File: src/rtl/f2i_pipe.sv
// Three-stage float-to-integer converter (value = (-1)^s * m * 2^e) with saturation,
// inexact flag and valid/ready flow control. Define F2I_ROUND_EN for round-to-nearest, ties away.
module f2i_pipe #(
   parameter int MAN    = 23,
   parameter int EXP    = 8,
   parameter int NUBITS = 32
) (
   input  logic               clk,
   input  logic               rst,
   input  logic               in_vld,
   output logic               in_rdy,
   input  logic [MAN+EXP:0]   in,
   output logic               out_vld,
   input  logic               out_rdy,
   output logic [NUBITS-1:0]  out,
   output logic               ovf,
   output logic               inx
);

   localparam int STAGES = 3;
   localparam int BLW    = $clog2(MAN+1);
   localparam int SW0    = (EXP > BLW) ? EXP : BLW;
   localparam int SW1    = ($clog2(NUBITS+1) > SW0) ? $clog2(NUBITS+1) : SW0;
   localparam int SW     = SW1 + 2;
   localparam int MW     = NUBITS + 1;
   localparam int RW     = NUBITS + 2;
   localparam logic [EXP:0]    RMAX = (EXP+1)'(MAN+1);
   localparam logic [RW-1:0]   NLIM = RW'(1) << (NUBITS-1);
   localparam logic [RW-1:0]   PLIM = NLIM - RW'(1);

   logic              en;
   logic [STAGES:1]   vld_pipe;

   assign en      = !out_vld || out_rdy;
   assign in_rdy  = en;
   assign out_vld = vld_pipe[STAGES];

   always_ff @(posedge clk) begin
      if (rst)     vld_pipe <= '0;
      else if (en) vld_pipe <= {vld_pipe[STAGES-1:1], in_vld};
   end

   // ---------------- stage 1: unpack ----------------
   logic            in_s;
   logic [EXP-1:0]  in_e;
   logic [MAN-1:0]  in_m;
   logic [BLW-1:0]  blen;
   logic            lov_c;
   logic [EXP:0]    rsh_c;

   assign in_s = in[MAN+EXP];
   assign in_e = in[MAN+EXP-1:MAN];
   assign in_m = in[MAN-1:0];

   always_comb begin
      blen = '0;
      for (int i = 0; i < MAN; i++)
         if (in_m[i]) blen = BLW'(i+1);
   end

   assign lov_c = (in_m != '0) && !in_e[EXP-1] &&
                  ((SW'(blen) + SW'(in_e[EXP-2:0])) > SW'(NUBITS));
   // EXP+1 bits so the most-negative exponent negates without wrapping
   assign rsh_c = (EXP+1)'(0) - {in_e[EXP-1], in_e};

   logic            s1_s, s1_neg, s1_lov;
   logic [MAN-1:0]  s1_m;
   logic [EXP-2:0]  s1_l;
   logic [EXP:0]    s1_r;

   always_ff @(posedge clk) begin
      if (en) begin
         s1_s   <= in_s;
         s1_m   <= in_m;
         s1_neg <= in_e[EXP-1];
         s1_l   <= in_e[EXP-2:0];
         s1_r   <= rsh_c;
         s1_lov <= lov_c;
      end
   end

   // ---------------- stage 2: shift ----------------
   logic [MW-1:0]   mag_l;
   logic [2*MAN:0]  rt;
   logic [MW-1:0]   mag_c;
   logic            g_c, st_c;

   assign mag_l = MW'(s1_m) << s1_l;
   assign rt    = {s1_m, {(MAN+1){1'b0}}} >> s1_r;

   always_comb begin
      mag_c = mag_l;
      g_c   = 1'b0;
      st_c  = 1'b0;
      if (s1_neg) begin
         mag_c = MW'(rt[2*MAN:MAN+1]);
         g_c   = rt[MAN];
         // beyond MAN+1 every mantissa bit falls below the guard position
         st_c  = (s1_r > RMAX) ? (|s1_m) : (|rt[MAN-1:0]);
      end
   end

   logic            s2_s, s2_g, s2_st, s2_lov, s2_zero;
   logic [MW-1:0]   s2_mag;

   always_ff @(posedge clk) begin
      if (en) begin
         s2_s    <= s1_s;
         s2_mag  <= mag_c;
         s2_g    <= g_c;
         s2_st   <= st_c;
         s2_lov  <= s1_lov;
         s2_zero <= (s1_m == '0);
      end
   end

   // ---------------- stage 3: round, sign, saturate ----------------
   logic              inx_c, inc, sat;
   logic [RW-1:0]     rmag;
   logic [NUBITS-1:0] res;
   logic              res_ovf, res_inx;

   assign inx_c = s2_g | s2_st;
`ifdef F2I_ROUND_EN
   assign inc = s2_g;
`else
   assign inc = s2_s & inx_c;
`endif
   assign rmag = RW'(s2_mag) + RW'(inc);
   assign sat  = s2_lov || (rmag > (s2_s ? NLIM : PLIM));

   always_comb begin
      res     = s2_s ? NUBITS'(-rmag) : NUBITS'(rmag);
      res_ovf = 1'b0;
      res_inx = inx_c;
      if (s2_zero) begin
         res     = '0;
         res_inx = 1'b0;
      end else if (sat) begin
         res     = s2_s ? {1'b1, {(NUBITS-1){1'b0}}} : {1'b0, {(NUBITS-1){1'b1}}};
         res_ovf = 1'b1;
         res_inx = 1'b0;
      end
   end

   always_ff @(posedge clk) begin
      if (rst) begin
         out <= '0;
         ovf <= 1'b0;
         inx <= 1'b0;
      end else if (en && vld_pipe[STAGES-1]) begin
         out <= res;
         ovf <= res_ovf;
         inx <= res_inx;
      end
   end

endmodule

File: config.mk
export PLATFORM = sky130hd
export DESIGN_NAME = f2i_pipe
export DESIGN_NICKNAME = d
export VERILOG_FILES = /design/src/rtl/f2i_pipe.sv
export SDC_FILE = /design/constraint.sdc
export NUM_CORES = 1
export LEC_CHECK = 0
export ABC_AREA = 1
export CORE_AREA = 2 2 141 143
export DETAILED_ROUTE_END_ITERATION = 7
export DIE_AREA = 0 0 143 145
export PLACE_DENSITY_LB_ADDON = 0.3
export SLEW_MARGIN = 20
export SYNTH_ARGS = -nofsm -noshare
export SYNTH_HDL_FRONTEND = slang
export SYNTH_SLANG_ARGS = --single-unit
File: constraint.sdc
create_clock -name clk -period 7.8 [get_ports clk]
set_input_delay 1.56 -clock clk [delete_from_list [all_inputs] [get_ports clk]]
set_output_delay 1.56 -clock clk [all_outputs]
set_load 0.005 [all_outputs]
==> metrics.yaml, run 1 <==
worst_pin_slew_ns: 1.00
power.density_nw_per_um2: 184
r2r_setup_slack_ns: 2.20
yosysTopAreaCell: "edfxtp_1"
root_buffer: "clkbuf_16"
drt-initial-drc-count: 1141
hold_depth: 0
area_growth_pct: 13.7
worstPathArrival_ns: 5.96
crit_path_end_kind: "register"
start_util_pct: 54.2
finalSetupViolCount: 0
htreeDepth: 4
synth.cell_area_um2: 10400
ctsResizeCount: 0
yosys_register_bits: 116
finalMaxSlewViolations: 0
r2r-end: "out[29]"
insertion_delay_ns: 0.43
num_io_pins: 72
cp_max_fo: 72
fp-row-count: 51
ys_warn_count: 0
synth-edff-count: 79
cp-start-kind: "register"
antenna_found_initial: 0
seq_area_frac_synth_pct: 29.9
cts_buffers: 17
die_area_um2: 20700
async_flop_share_pct: 0
drt_wl_total_um: 31500
power_mw: 2.18
cts_tree: "yes"
final_nets: 1752
ys_types: 52
synthCells: 1646
drc_errors: 0
p_int_mw: 1.40
grt_overflow_total: 0
p_leak_nw: 5.44
crit_start: "s2_s"
vdd_drop_max_mv: 0.159
n_antenna_cell: 0
cts_hold_buf: 0
tns_ns: 0
cts.sinks: 116
finalHoldViolCount: 0
hp-start: "s1_s"
first_pass_iters: 6
grt_max_degree: 82
clock-skew-final_ns: 0.0176
path_class: "reg -> reg"
clockBufferDepth: 2
synthTopCellsByArea: "edfxtp_1, nand2_1, nand3_1"
layout-drive-gt1-share_pct: 5.57
worst_hold_path.endpoint: "s2_s"
routed_via_density: 5.68
routedWlPerCell_um: 16.1
slowest_delay_ns: 0.62
grt_pass1_vias: 10296
cp_common_cell: "nand2_1"
p_sw_share_pct: 35.8
grt_use_total_pct: 31.5
die_w_um: 143
fmaxAchievable_mhz: 179
fill_cells: 1787
p_clk_share_pct: 36.7
rsz0062_at_grt: "no"
hold_path.class: "reg -> reg"
comb_power_share_pct: 28.8
synth_nets: 1723
grt_pass1_wl_um: 52000
slowest_stage: "nand2_1"
required_ns: 8.16
p_seq_share_pct: 34.5
fp.dieH_um: 145
num_vias: 11086
slew_headroom_pct: 33.0
status: "finished clean"
reg2reg_from: "s2_s"
synth_top_area_share_pct: 22.8
max_cap_viol_count: 0
post_cts_buffers: 0
hpwl_um: 24400
fin_crit_sh_pct: 71.8
reg2regPathDepth: 30
core_area_um2: 19200
io_buffers: 71
ant_nets: 0
period_minus_slack_ns: 5.60
power_switching_mw: 0.782
routabilityCongestion: 1.00
syn_area_per_cell_um2: 6.32
path_clk_slew_ns: 0.06
yosys_most_used_dff: "edfxtp_1"
## final cells by class
| class | instances | area [µm²] | share of cell area [%] |
|---|---|---|---|
| clock buffer | 19 | 475 | 4.02 |
| clock inverter | 13 | 134 | 1.13 |
| inverter | 169 | 636 | 5.37 |
| multi-input combinational | 1294 | 6390 | 54.0 |
| sequential | 116 | 3110 | 26.3 |
| tap | 265 | 332 | 2.80 |
| timing repair buffer | 77 | 756 | 6.39 |
## cell usage in the layout (no fill, tap or decap), types with 37 or more instances in the layout
master,n
nand2_1,565
dfxtp_1,37
edfxtp_1,79
clkdlybuf4s50_1,71
nor2_1,150
nand3_1,155
a21oi_1,83
ha_1,40
o21ai_0,100
inv_1,156
## metrics by stage
step                      worst slack, ns  hold WS, ns  area [µm²]  utilization, %  cells
after floorplan                      3.01        0.400       10400               -   1646
after global placement               2.59        0.403       11200            58.4   1921
final                                2.20        0.421       11800            61.6   1953
after global routing                 1.51        0.435       11800            61.6   1953
after detailed placement             2.35        0.405       11200            58.4   1921
after CTS                            2.28        0.420       11800            61.6   1953
## worst max-delay path: cells and delay by family (launching register included)
| family | cells | cell delay, ns |
|---|---|---|
| AND/OR/NAND/NOR | 22 | 3.15 |
| adder cells (fa/ha/maj) | 3 | 0.89 |
| buffers and inverters | 3 | 0.83 |
| flip-flops | 1 | 0.32 |
| AO/OA/AOI/OAI | 2 | 0.30 |
## state kept, by name, indices dropped and copies added, names as in the netlist
register / flops
s1_s: 1
ovf: 1
s1_m: 23
s2_zero: 1
s1_r: 8
s1_l: 7
s2_mag: 33
vld_pipe: 3
s2_s: 1
s2_g: 1
inx: 1
s2_lov: 1
s2_st: 1
s1_lov: 1
s1_neg: 1
out: 32
## how the worst max path moves through the flow
stage,to,slack [ns],cells past startpoint
after floorplan,in_rdy,3.01,2
after global placement,out[26],2.59,31
after detailed placement,out[29],2.35,31
after CTS,out[29],2.28,31
after global routing,out[29],1.51,30
final,out[29],2.20,30
## synthesized netlist by cell type, types with 6 or more instances
cell type    n
a21oi_1     83
a31oi_1     11
buf_1        8
buf_2        7
clkbuf_1    50
clkinv_1     6
dfxtp_1     37
edfxtp_1    79
ha_1        40
inv_1      157
mux2i_1      9
nand2_1    565
nand2_2     11
nand3_1    155
nand3b_1     7
nand4_1     30
nor2_1     151
nor2_2      12
nor2_4       9
nor3_1      10
nor4_1       8
o211ai_1     6
o21a_1       6
o21ai_0    100
o21bai_1     8
o22ai_1     10
or2_2        6
xor2_1      17
## power groups by stage
stage,combinational [mW],sequential [mW],clock (mW)
final,0.629,0.754,0.800
after global placement,0.605,0.764,0
after floorplan,0.452,0.739,0
after global routing,0.706,0.760,0.839
after detailed placement,0.611,0.765,0
after CTS,0.615,0.752,0.808
## per-layer routing
metal	up-vias	track usage [%]	wire, µm
li1	5514	-	-
met2	435	48.3	14100
met4	0	13.5	1290
met3	88	6.27	2240
met1	5049	43.0	13900
met5	-	0	0
## cells by family (layout without fill, tap and decap cells)
group | Yosys count | in the layout | share of synthesized area (%)
xor gates and xnor gates | 20 | 20 | 1.68
muxes | 9 | 9 | 0.866
buffers and inverters | 236 | 278 | 8.75
DFF | 116 | 116 | 29.9
and+or+nand+nor | 980 | 980 | 40.6
adders and majority gates | 41 | 41 | 5.00
AOI/OAI and AO/OA | 244 | 244 | 13.1
Note: power is estimated with default switching activity, not from simulation.
==> inputs of run 2 (changes only) <==
clock period = 5.34 ns   (was 7.8 ns; I/O delays follow)
==> run 2 against run 1 <==
Net effect:
- register-to-register slack got worse by 1.2 ns
- setup slack got worse by 1.2 ns
- sequential share of layout area increased by 0.17 points
- clock skew decreased by 0.0059 ns
- fmax increased by 29%
- worst hold slack improved by 0.031 ns
- sequential power increased by 46%
- highest routed layer unchanged
==> metrics.yaml, run 2 (same netlist as run 1, synthesis figures left out) <==
path_clk_slew_ns: 0.06
fp-row-count: 51
fmaxAchievable_mhz: 230
clockBufferDepth: 2
max_cap_viol_count: 0
drt-initial-drc-count: 1251
path_class: "reg -> reg"
finalMaxSlewViolations: 0
n_antenna_cell: 0
die_w_um: 143
placed_cells: 1922
cp_max_fo: 29
cts_hold_buf: 0
largest_reg_flops: 33
hold_path.class: "reg -> reg"
clock-skew-final_ns: 0.0117
slew_headroom_pct: 33.9
slowest_delay_ns: 0.47
core_area_um2: 19200
grt_overflow_total: 0
path_buf_inv: 3
worst_pin_slew_ns: 0.992
grt_max_degree: 82
vdd_drop_max_mv: 0.232
cp-start-kind: "register"
fin_cells: 1954
cp_top_family: "simple AND/OR/NAND/NOR gates"
rsz0062_at_grt: "no"
status: "finished clean"
tns_ns: 0
grt_pass1_wl_um: 49800
htreeDepth: 4
required_ns: 5.70
routedWlPerCell_um: 15.8
ctsResizeCount: 0
grt_pass1_vias: 9787
period_minus_slack_ns: 4.36
cts.sinks: 116
routabilityCongestion: 0.975
root_buffer: "clkbuf_16"
fp.dieH_um: 145
fin_crit_sh_pct: 81.6
fill_cells: 1878
grt_use_total_pct: 30.1
preCtsSetupSlack_ns: 0.878
finalSetupViolCount: 0
power_mw: 3.05
layout_commonest_cell: "nand2_1"
drc_errors: 0
final_cell_mix: "nand2_1, inv_1, nand3_1"
antenna_found_initial: 0
power.density_nw_per_um2: 259
drt_wl_total_um: 30800
worstPathArrival_ns: 4.71
area_growth_pct: 13.0
top_regs: "s2_mag (33), out (32), s1_m (23)"
first_pass_iters: 6
r2r_setup_slack_ns: 0.98
num_io_pins: 72
ant_nets: 0
fin_util_pct: 61.2
num_vias: 11088
finalHoldViolCount: 0
whs_ns: 0.451
cts_tree: "yes"
hpwl_um: 24100
crit_path_end_kind: "register"
io_buffers: 71
finalInstanceArea_um2: 11800
layout-drive-gt1-share_pct: 5.57
die_area_um2: 20700
fin_ws_ns: 0.985
placed_cell_area_um2: 11200
cts_buffers: 17
top_register: "s2_mag"
post_cts_buffers: 0
routed_via_density: 5.67
slowest_stage: "nand2_2"
cp_common_cell: "nand2_1"
start_util_pct: 54.2
final_nets: 1753
insertion_delay_ns: 0.42
p_leak_nw: 5.40
[run 2: cell count changes in the layout (fill, tap and decap cells not counted), sizes merged]
cell and change:
clkinv +3, clkinvlp +3, clkbuf -1, inv -4, clkdlybuf4s50 -1, buf +2
bufinv -1
[run 2: final timing paths]
check,from,to,cells after the start
worst min register to register,s1_s,s2_s,0
worst min-delay path,s1_s,s2_s,0
worst max-delay path,s2_s,out[26],30
worst max register to register,s2_s,out[26],30
[run 2: area by class of cell]
type | instances | area, µm² | share of cell area, %
Inverter | 169 | 636 | 5.41
Timing Repair Buffer | 78 | 758 | 6.45
Clock inverter | 14 | 105 | 0.894
Multi-Input combinational cell | 1294 | 6380 | 54.3
Sequential cell | 116 | 3110 | 26.5
Tap cell | 265 | 332 | 2.82
Clock buffer | 18 | 429 | 3.65
[run 2: where the power goes]
group	total (mW)	internal (mW)	switching, mW	leakage [nW]
clock network	1.03	0.595	0.432	0.251
logic	0.918	0.313	0.606	3.97
registers	1.10	1.02	0.0765	1.18
total	3.05	1.93	1.11	5.40
[run 2: layer usage]
layer / track usage [%] / part of all wire, %
met3: 5.02 / 7.8
met5: 0 / 0
met1: 43.2 / 45
met4: 11.3 / 3.1
met2: 45.5 / 44
